`src/rtl/wb_pkg.sv`:
```
// Shared types and constants for the Wishbone slave-side decoder.
package wb_pkg;

    localparam int NSLV   = 4;
    localparam int SIDX_W = 2;

    typedef enum logic [1:0] {
        ST_IDLE   = 2'd0,
        ST_ACTIVE = 2'd1,
        ST_ERR    = 2'd2
    } state_e;

    localparam logic [31:0] DEF_S0_BASE = 32'h0000_0000;
    localparam logic [31:0] DEF_S1_BASE = 32'h1000_0000;
    localparam logic [31:0] DEF_S2_BASE = 32'h2000_0000;
    localparam logic [31:0] DEF_S3_BASE = 32'h3000_0000;
    localparam logic [31:0] DEF_MASK    = 32'hF000_0000;

    // Index of the lowest set bit; lower slave indices win overlapping windows.
    function automatic logic [SIDX_W-1:0] lowest_index(input logic [NSLV-1:0] hits);
        logic [SIDX_W-1:0] idx;
        idx = {SIDX_W{1'b0}};
        for (int i = NSLV - 1; i >= 0; i--) begin
            if (hits[i]) begin
                idx = SIDX_W'(i);
            end else begin
                idx = idx;
            end
        end
        return idx;
    endfunction

endpackage

```
`src/rtl/wb_watchdog.sv`:
```
// Bus watchdog: counts cycles while run is high, flags the last allowed cycle.
module wb_watchdog #(
    parameter int TIMEOUT = 16
) (
    input  logic clk,
    input  logic rst,
    input  logic clr,
    input  logic run,
    output logic expired
);

    localparam int CW = (TIMEOUT > 0) ? $clog2(TIMEOUT + 1) : 1;

    generate
        if (TIMEOUT == 0) begin : g_off
            logic unused_s;
            assign unused_s = ^{clk, rst, clr, run};
            assign expired  = 1'b0;
        end else begin : g_on
            logic [CW-1:0] cnt_q;
            logic [CW-1:0] cnt_d;

            // Next count: clear on request, saturate at TIMEOUT instead of wrapping.
            always_comb begin
                cnt_d = cnt_q;
                if (clr) begin
                    cnt_d = {CW{1'b0}};
                end else if (run && (cnt_q != CW'(TIMEOUT))) begin
                    cnt_d = cnt_q + CW'(1);
                end else begin
                    cnt_d = cnt_q;
                end
            end

            // Count register with synchronous reset.
            always_ff @(posedge clk) begin
                if (rst) begin
                    cnt_q <= {CW{1'b0}};
                end else begin
                    cnt_q <= cnt_d;
                end
            end

            assign expired = run && (cnt_q == CW'(TIMEOUT - 1));
        end
    endgenerate

endmodule

```
`src/rtl/wb_slave_decoder.sv`:
```
// Wishbone slave-side decoder: routes one master request to one of four slaves,
// terminating unmapped or hung transfers with err.
module wb_slave_decoder
    import wb_pkg::*;
#(
    parameter int           DW      = 32,
    parameter int           AW      = 32,
    parameter logic [AW-1:0] S0_BASE = AW'(DEF_S0_BASE),
    parameter logic [AW-1:0] S1_BASE = AW'(DEF_S1_BASE),
    parameter logic [AW-1:0] S2_BASE = AW'(DEF_S2_BASE),
    parameter logic [AW-1:0] S3_BASE = AW'(DEF_S3_BASE),
    parameter logic [AW-1:0] S0_MASK = AW'(DEF_MASK),
    parameter logic [AW-1:0] S1_MASK = AW'(DEF_MASK),
    parameter logic [AW-1:0] S2_MASK = AW'(DEF_MASK),
    parameter logic [AW-1:0] S3_MASK = AW'(DEF_MASK),
    parameter int           TIMEOUT = 16
) (
    input  logic              clk,
    input  logic              rst,
    input  logic              m_cyc_i,
    input  logic              m_stb_i,
    input  logic              m_we_i,
    input  logic [AW-1:0]     m_adr_i,
    input  logic [DW-1:0]     m_dat_i,
    input  logic [DW/8-1:0]   m_sel_i,
    output logic [DW-1:0]     m_dat_o,
    output logic              m_ack_o,
    output logic              m_err_o,
    output logic [NSLV-1:0]   s_cyc_o,
    output logic [NSLV-1:0]   s_stb_o,
    output logic              s_we_o,
    output logic [AW-1:0]     s_adr_o,
    output logic [DW-1:0]     s_dat_o,
    output logic [DW/8-1:0]   s_sel_o,
    input  logic [DW-1:0]     s0_dat_i,
    input  logic [DW-1:0]     s1_dat_i,
    input  logic [DW-1:0]     s2_dat_i,
    input  logic [DW-1:0]     s3_dat_i,
    input  logic [NSLV-1:0]   s_ack_i,
    input  logic [NSLV-1:0]   s_err_i
);

    localparam logic [AW-1:0] BASE_A [NSLV] = '{S0_BASE, S1_BASE, S2_BASE, S3_BASE};
    localparam logic [AW-1:0] MASK_A [NSLV] = '{S0_MASK, S1_MASK, S2_MASK, S3_MASK};

    state_e              state_q, state_d;
    logic [SIDX_W-1:0]   sel_idx_q, sel_idx_d;
    logic                we_q, we_d;
    logic [AW-1:0]       adr_q, adr_d;
    logic [DW-1:0]       dat_q, dat_d;
    logic [DW/8-1:0]     sel_q, sel_d;

    logic [NSLV-1:0]     hit_s;
    logic                hit_any_s;
    logic [SIDX_W-1:0]   hit_idx_s;
    logic                sel_ack_s;
    logic                sel_err_s;
    logic [DW-1:0]       sel_dat_s;
    logic                wd_clr_s;
    logic                wd_run_s;
    logic                wd_expired_s;

    // Address decode against every slave window.
    always_comb begin
        hit_s = {NSLV{1'b0}};
        for (int i = 0; i < NSLV; i++) begin
            hit_s[i] = ((m_adr_i & MASK_A[i]) == BASE_A[i]);
        end
        hit_any_s = |hit_s;
        hit_idx_s = lowest_index(hit_s);
    end

    // Response signals of the latched slave only; others are ignored.
    always_comb begin
        sel_ack_s = s_ack_i[sel_idx_q];
        sel_err_s = s_err_i[sel_idx_q];
        case (sel_idx_q)
            2'd0:    sel_dat_s = s0_dat_i;
            2'd1:    sel_dat_s = s1_dat_i;
            2'd2:    sel_dat_s = s2_dat_i;
            2'd3:    sel_dat_s = s3_dat_i;
            default: sel_dat_s = {DW{1'b0}};
        endcase
    end

    assign wd_clr_s = (state_q != ST_ACTIVE);
    assign wd_run_s = (state_q == ST_ACTIVE) && !sel_ack_s && !sel_err_s;

    wb_watchdog #(
        .TIMEOUT (TIMEOUT)
    ) u_watchdog (
        .clk     (clk),
        .rst     (rst),
        .clr     (wd_clr_s),
        .run     (wd_run_s),
        .expired (wd_expired_s)
    );

    // Next-state and transfer-latch logic.
    always_comb begin
        state_d   = state_q;
        sel_idx_d = sel_idx_q;
        we_d      = we_q;
        adr_d     = adr_q;
        dat_d     = dat_q;
        sel_d     = sel_q;
        case (state_q)
            ST_IDLE: begin
                if (m_cyc_i && m_stb_i) begin
                    if (hit_any_s) begin
                        sel_idx_d = hit_idx_s;
                        we_d      = m_we_i;
                        adr_d     = m_adr_i;
                        dat_d     = m_dat_i;
                        sel_d     = m_sel_i;
                        state_d   = ST_ACTIVE;
                    end else begin
                        state_d   = ST_ERR;
                    end
                end else begin
                    state_d = ST_IDLE;
                end
            end
            ST_ACTIVE: begin
                // A slave response beats both an abort and a same-cycle expiry.
                if (sel_ack_s || sel_err_s) begin
                    state_d = ST_IDLE;
                end else if (!m_cyc_i) begin
                    state_d = ST_IDLE;
                end else if (wd_expired_s) begin
                    state_d = ST_ERR;
                end else begin
                    state_d = ST_ACTIVE;
                end
            end
            ST_ERR: begin
                state_d = ST_IDLE;
            end
            default: begin
                state_d = ST_IDLE;
            end
        endcase
    end

    // State and latched transfer fields, synchronous reset.
    always_ff @(posedge clk) begin
        if (rst) begin
            state_q   <= ST_IDLE;
            sel_idx_q <= {SIDX_W{1'b0}};
            we_q      <= 1'b0;
            adr_q     <= {AW{1'b0}};
            dat_q     <= {DW{1'b0}};
            sel_q     <= {(DW/8){1'b0}};
        end else begin
            state_q   <= state_d;
            sel_idx_q <= sel_idx_d;
            we_q      <= we_d;
            adr_q     <= adr_d;
            dat_q     <= dat_d;
            sel_q     <= sel_d;
        end
    end

    // Outputs decoded from state; slave responses pass straight through while ACTIVE.
    always_comb begin
        s_cyc_o = {NSLV{1'b0}};
        s_stb_o = {NSLV{1'b0}};
        m_ack_o = 1'b0;
        m_err_o = 1'b0;
        m_dat_o = {DW{1'b0}};
        case (state_q)
            ST_ACTIVE: begin
                s_cyc_o = {{(NSLV-1){1'b0}}, 1'b1} << sel_idx_q;
                s_stb_o = {{(NSLV-1){1'b0}}, 1'b1} << sel_idx_q;
                m_ack_o = sel_ack_s;
                m_err_o = sel_err_s && !sel_ack_s;
                m_dat_o = sel_dat_s;
            end
            ST_ERR: begin
                m_err_o = 1'b1;
            end
            default: begin
                m_err_o = 1'b0;
            end
        endcase
    end

    assign s_we_o  = we_q;
    assign s_adr_o = adr_q;
    assign s_dat_o = dat_q;
    assign s_sel_o = sel_q;

endmodule

```
`config.mk`:
```
export PLATFORM = sky130hd
export DESIGN_NAME = wb_slave_decoder
export DESIGN_NICKNAME = d
export VERILOG_FILES = /design/src/rtl/wb_pkg.sv /design/src/rtl/wb_watchdog.sv /design/src/rtl/wb_slave_decoder.sv
export SDC_FILE = /design/constraint.sdc
export NUM_CORES = 1
export LEC_CHECK = 0
export ABC_AREA = 1
export BUFFER_PORTS_ARGS = -buffer_cell sky130_fd_sc_hd__buf_2
export CAP_MARGIN = 5
export CELL_PAD_IN_SITES_DETAIL_PLACEMENT = 1
export CELL_PAD_IN_SITES_GLOBAL_PLACEMENT = 1
export CORE_AREA = 2 2 124 126
export DETAILED_ROUTE_END_ITERATION = 10
export DIE_AREA = 0 0 126 128
export HOLD_SLACK_MARGIN = 0.08
export PLACE_DENSITY = 0.88
export REMOVE_ABC_BUFFERS = 1
export SLEW_MARGIN = 25
export SYNTH_ARGS = -nofsm -noshare
export SYNTH_HDL_FRONTEND = slang
export SYNTH_HIERARCHICAL = 1
export SYNTH_SLANG_ARGS = --single-unit
export TNS_END_PERCENT = 1
```
`constraint.sdc`:
```
create_clock -name clk -period 4.2 [get_ports clk]
set_input_delay 0.21 -clock clk [delete_from_list [all_inputs] [get_ports clk]]
set_output_delay 0.21 -clock clk [all_outputs]
set_load 0.02 [all_outputs]
```
==> run_summary.xml <==
<?xml version="1.0" encoding="UTF-8"?>
<metrics>
  <group name="status">
    <metric name="result_of_the_run" unit="">completed</metric>
  </group>
  <group name="floorplan">
    <metric name="placementRows" unit="">45</metric>
    <metric name="die_area" unit="um^2">16100</metric>
    <metric name="floorplan.die.width" unit="um">126</metric>
    <metric name="core_area" unit="um^2">14900</metric>
    <metric name="ios" unit="">320</metric>
    <metric name="initial_core_util" unit="%">26.2</metric>
    <metric name="die_height" unit="um">128</metric>
  </group>
  <group name="logic_synthesis">
    <metric name="syn-cell-area" unit="um^2">3900</metric>
    <metric name="ys.warnings.count" unit="">6</metric>
    <metric name="yosysUniqueCellTypes" unit="">27</metric>
    <metric name="average_cell_area_after_synthesis" unit="um^2">6.64</metric>
    <metric name="postSynthRegisterBits" unit="">78</metric>
    <metric name="syn-instance-count" unit="">587</metric>
    <metric name="synth_sequential_area_ratio" unit="%">40.1</metric>
  </group>
  <group name="worst_hold_path">
    <metric name="hold_path_depth" unit="">3</metric>
    <metric name="hold_class" unit="">input port to register</metric>
  </group>
  <group name="grt">
    <metric name="grt_max_degree" unit="">68</metric>
    <metric name="grt_first_pass_wirelength" unit="um">26300</metric>
    <metric name="antenna_found_initial" unit="">6</metric>
    <metric name="total_congestion_overflow" unit="">0</metric>
    <metric name="via_count_of_the_first_global_routing_pass" unit="">5346</metric>
    <metric name="globalRouteTotalUtil" unit="%">20.5</metric>
  </group>
  <group name="timing">
    <metric name="min_period" unit="ns">2.45</metric>
    <metric name="max_slew_margin" unit="%">55.5</metric>
    <metric name="setup_viol_count_final" unit="">0</metric>
    <metric name="worstMarginPinSlew" unit="ns">0.667</metric>
    <metric name="final-max-slew-violation-count" unit="">0</metric>
    <metric name="min_period_over_period" unit="%">58.2</metric>
    <metric name="worst_hold_margin" unit="ns">0.122</metric>
    <metric name="worst_clock_skew" unit="ns">0.00721</metric>
    <metric name="fmaxAchievable" unit="MHz">409</metric>
    <metric name="timing.final.hold_violations" unit="">0</metric>
    <metric name="rsz_0062_raised_after_global_routing" unit="">false</metric>
    <metric name="final.setup.tns" unit="ns">0</metric>
  </group>
  <group name="final_layout">
    <metric name="highest_count_cells_in_the_layout_ignoring_fill_and_taps" unit="">319 x buf_2, 231 x nand2_1, 78 x dfxtp_1, 76 x a21oi_1, 61 x o21ai_0</metric>
    <metric name="fin_util" unit="%">39.2</metric>
    <metric name="nFillCells" unit="">2027</metric>
    <metric name="finalInstanceArea" unit="um^2">5830</metric>
    <metric name="area_growth" unit="%">49.6</metric>
    <metric name="post_route_cells_drive_above_1_share" unit="%">40.0</metric>
    <metric name="finish.net_count" unit="">1092</metric>
    <metric name="layout_commonest_cell" unit="">buf_2</metric>
  </group>
  <group name="worst_setup_path">
    <metric name="r2r_cells" unit="">14</metric>
    <metric name="setup.worst_path.start_class" unit="">register</metric>
    <metric name="timing.critical_path.required" unit="ns">3.99</metric>
    <metric name="critical_path_type" unit="">register to output pin</metric>
    <metric name="timing.reg2reg.setup_slack" unit="ns">1.88</metric>
    <metric name="worst_ep_arrival_time" unit="ns">2.24</metric>
    <metric name="sort_of_element_at_the_end_of_the_critical_path" unit="">output pin</metric>
    <metric name="critical_path_peak_fanout" unit="">35</metric>
    <metric name="critPathSlowestCell" unit="">nor2_2</metric>
    <metric name="cp_cell_sequence" unit="">inv_2 -&gt; nor2_2 -&gt; nand2_1 -&gt; nand2_1 -&gt; nor2_2 -&gt; inv_2 -&gt; a21oi_1 -&gt; nor2_1 -&gt; buf_2</metric>
    <metric name="max_stage_delay" unit="ns">0.52</metric>
  </group>
  <group name="routing">
    <metric name="remaining_drc_errors" unit="">0</metric>
    <metric name="drt_first_pass_iters" unit="">4</metric>
    <metric name="detail_route.vias_per_cell" unit="">4.76</metric>
    <metric name="detail_route.iter0.violations" unit="">152</metric>
    <metric name="wirelength" unit="um">17500</metric>
    <metric name="routed-via-count" unit="">5113</metric>
    <metric name="drt.antenna.violating_nets" unit="">0</metric>
    <metric name="routed_wire_length_per_instance" unit="um">16.2</metric>
  </group>
  <group name="pwr">
    <metric name="power-per-cell-area" unit="nW/um^2">299</metric>
    <metric name="vdd_ir_drop_max" unit="uV">354</metric>
    <metric name="cellLeakagePower" unit="uW">0.00277</metric>
    <metric name="fin_total_pwr" unit="uW">1740</metric>
  </group>
  <group name="placed_design">
    <metric name="detailed_place.area" unit="um^2">5530</metric>
    <metric name="detailedPlacementHpwl" unit="um">13500</metric>
    <metric name="place_congestion" unit="">0.862</metric>
    <metric name="port_buffers" unit="">319</metric>
  </group>
  <group name="cts">
    <metric name="post_cts_resized" unit="">0</metric>
    <metric name="clk-insertion-delay-late" unit="ns">0.33</metric>
    <metric name="cts_inserted_buffers" unit="">9</metric>
    <metric name="postCtsSetupRepairBufs" unit="">0</metric>
    <metric name="cts_tree" unit="">yes</metric>
    <metric name="cts_hold_buf" unit="">0</metric>
    <metric name="cts-htree-levels" unit="">3</metric>
    <metric name="clk_transition_reported_paths" unit="ns">0.07</metric>
    <metric name="clock-sinks" unit="">78</metric>
    <metric name="cts_root_buffer" unit="">clkbuf_16</metric>
    <metric name="cts_buffer_depth" unit="">2</metric>
  </group>
  <group name="run">
    <metric name="timing.max_cap.violations" unit="">0</metric>
  </group>
</metrics>
registers in the layout (all words and copies together), names as in the netlist:
register and count:
state_q 2, s_sel_o 4, s_we_o 1, s_adr_o 32
sel_idx_q 2, u_watchdog/g_on.cnt_q 5, s_dat_o 32
worst max-delay path, delay by kind of cell (launching register included):
| kind | cells | cell delay, ns |
|---|---|---|
| flip-flops | 1 | 0.45 |
| AO/OA/AOI/OAI | 1 | 0.06 |
| AND/OR/NAND/NOR | 5 | 0.90 |
| buffers and inverters | 3 | 0.49 |
cells in the mapped netlist:
cell	count	area (um^2)
a31oi_1	32	200
nor2_2	2	12.5
or2_0	1	6.26
buf_4	5	37.5
nor2_1	17	63.8
nand3_2	1	10.0
nor3_1	3	15.0
a21oi_1	76	380
nand2_2	1	6.26
buf_2	13	65.1
ha_1	6	75.1
inv_2	6	22.5
nor2_4	1	11.3
clkbuf_1	19	71.3
nand3_1	5	25.0
buf_6	5	56.3
inv_1	13	48.8
nand2_1	231	867
buf_1	1	3.75
or2_2	1	6.26
o21ai_0	61	305
o21ai_1	3	15.0
dfxtp_1	78	1560
o21a_1	1	7.51
clkbuf_2	3	15.0
and3_1	1	6.26
clkinv_1	1	3.75
logic make-up (layout without fill, tap and decap cells):
logic type	Yosys count	after routing	share of synthesized area (%)
AOI/OAI and AO/OA	173	173	23.3
and+or+nand+nor	264	264	26.4
other	0	5	0
DFF	78	78	40.1
buffers and inverters	66	361	8.31
adders and majority gates	6	6	1.93
area by class of cell:
cell class	count	area [um^2]	area share [%]
Antenna cell	5	12.5	0.215
Clock buffer	10	239	4.10
Clock inverter	6	52.6	0.901
Inverter	20	75.1	1.29
Multi-Input combinational cell	443	2010	34.5
Sequential cell	78	1560	26.8
Tap cell	188	235	4.03
Timing Repair Buffer	325	1640	28.2
power by group:
part / internal [uW] / switching [uW] / total (uW)
Clock: 427 / 339 / 767
Combinational: 97.7 / 115 / 213
Sequential: 754 / 7.60 / 761
stage by stage:
| step | setup slack, ns | cells |
|---|---|---|
| after floorplan | 1.86 | 541 |
| after global placement | 1.99 | 1054 |
| after detailed placement | 1.87 | 1054 |
| after CTS | 1.69 | 1070 |
| after global routing | 1.47 | 1075 |
| final | 1.75 | 1075 |
worst paths after layout:
path,from,end
setup / recovery,sel_idx_q[1]$_SDFFE_PP0P_,m_err_o
hold / removal,m_dat_i[23],s_dat_o[23]$_SDFFE_PP0P_
setup reg to reg,sel_idx_q[1]$_SDFFE_PP0P_,state_q[1]$_SDFF_PP0_
hold reg to reg,s_adr_o[30]$_SDFFE_PP0P_,s_adr_o[30]$_SDFFE_PP0P_
layer usage:
| metal | global-route usage, % | part of all wire [%] | vias up |
|---|---|---|---|
| li1 | - | - | 2510 |
| met1 | 21.0 | 37 | 2338 |
| met2 | 38.2 | 51 | 231 |
| met3 | 6.59 | 9.2 | 32 |
| met4 | 8.92 | 2.6 | 2 |
| met5 | 0 | 0.074 | - |
Power figures use the tool's default switching activity.
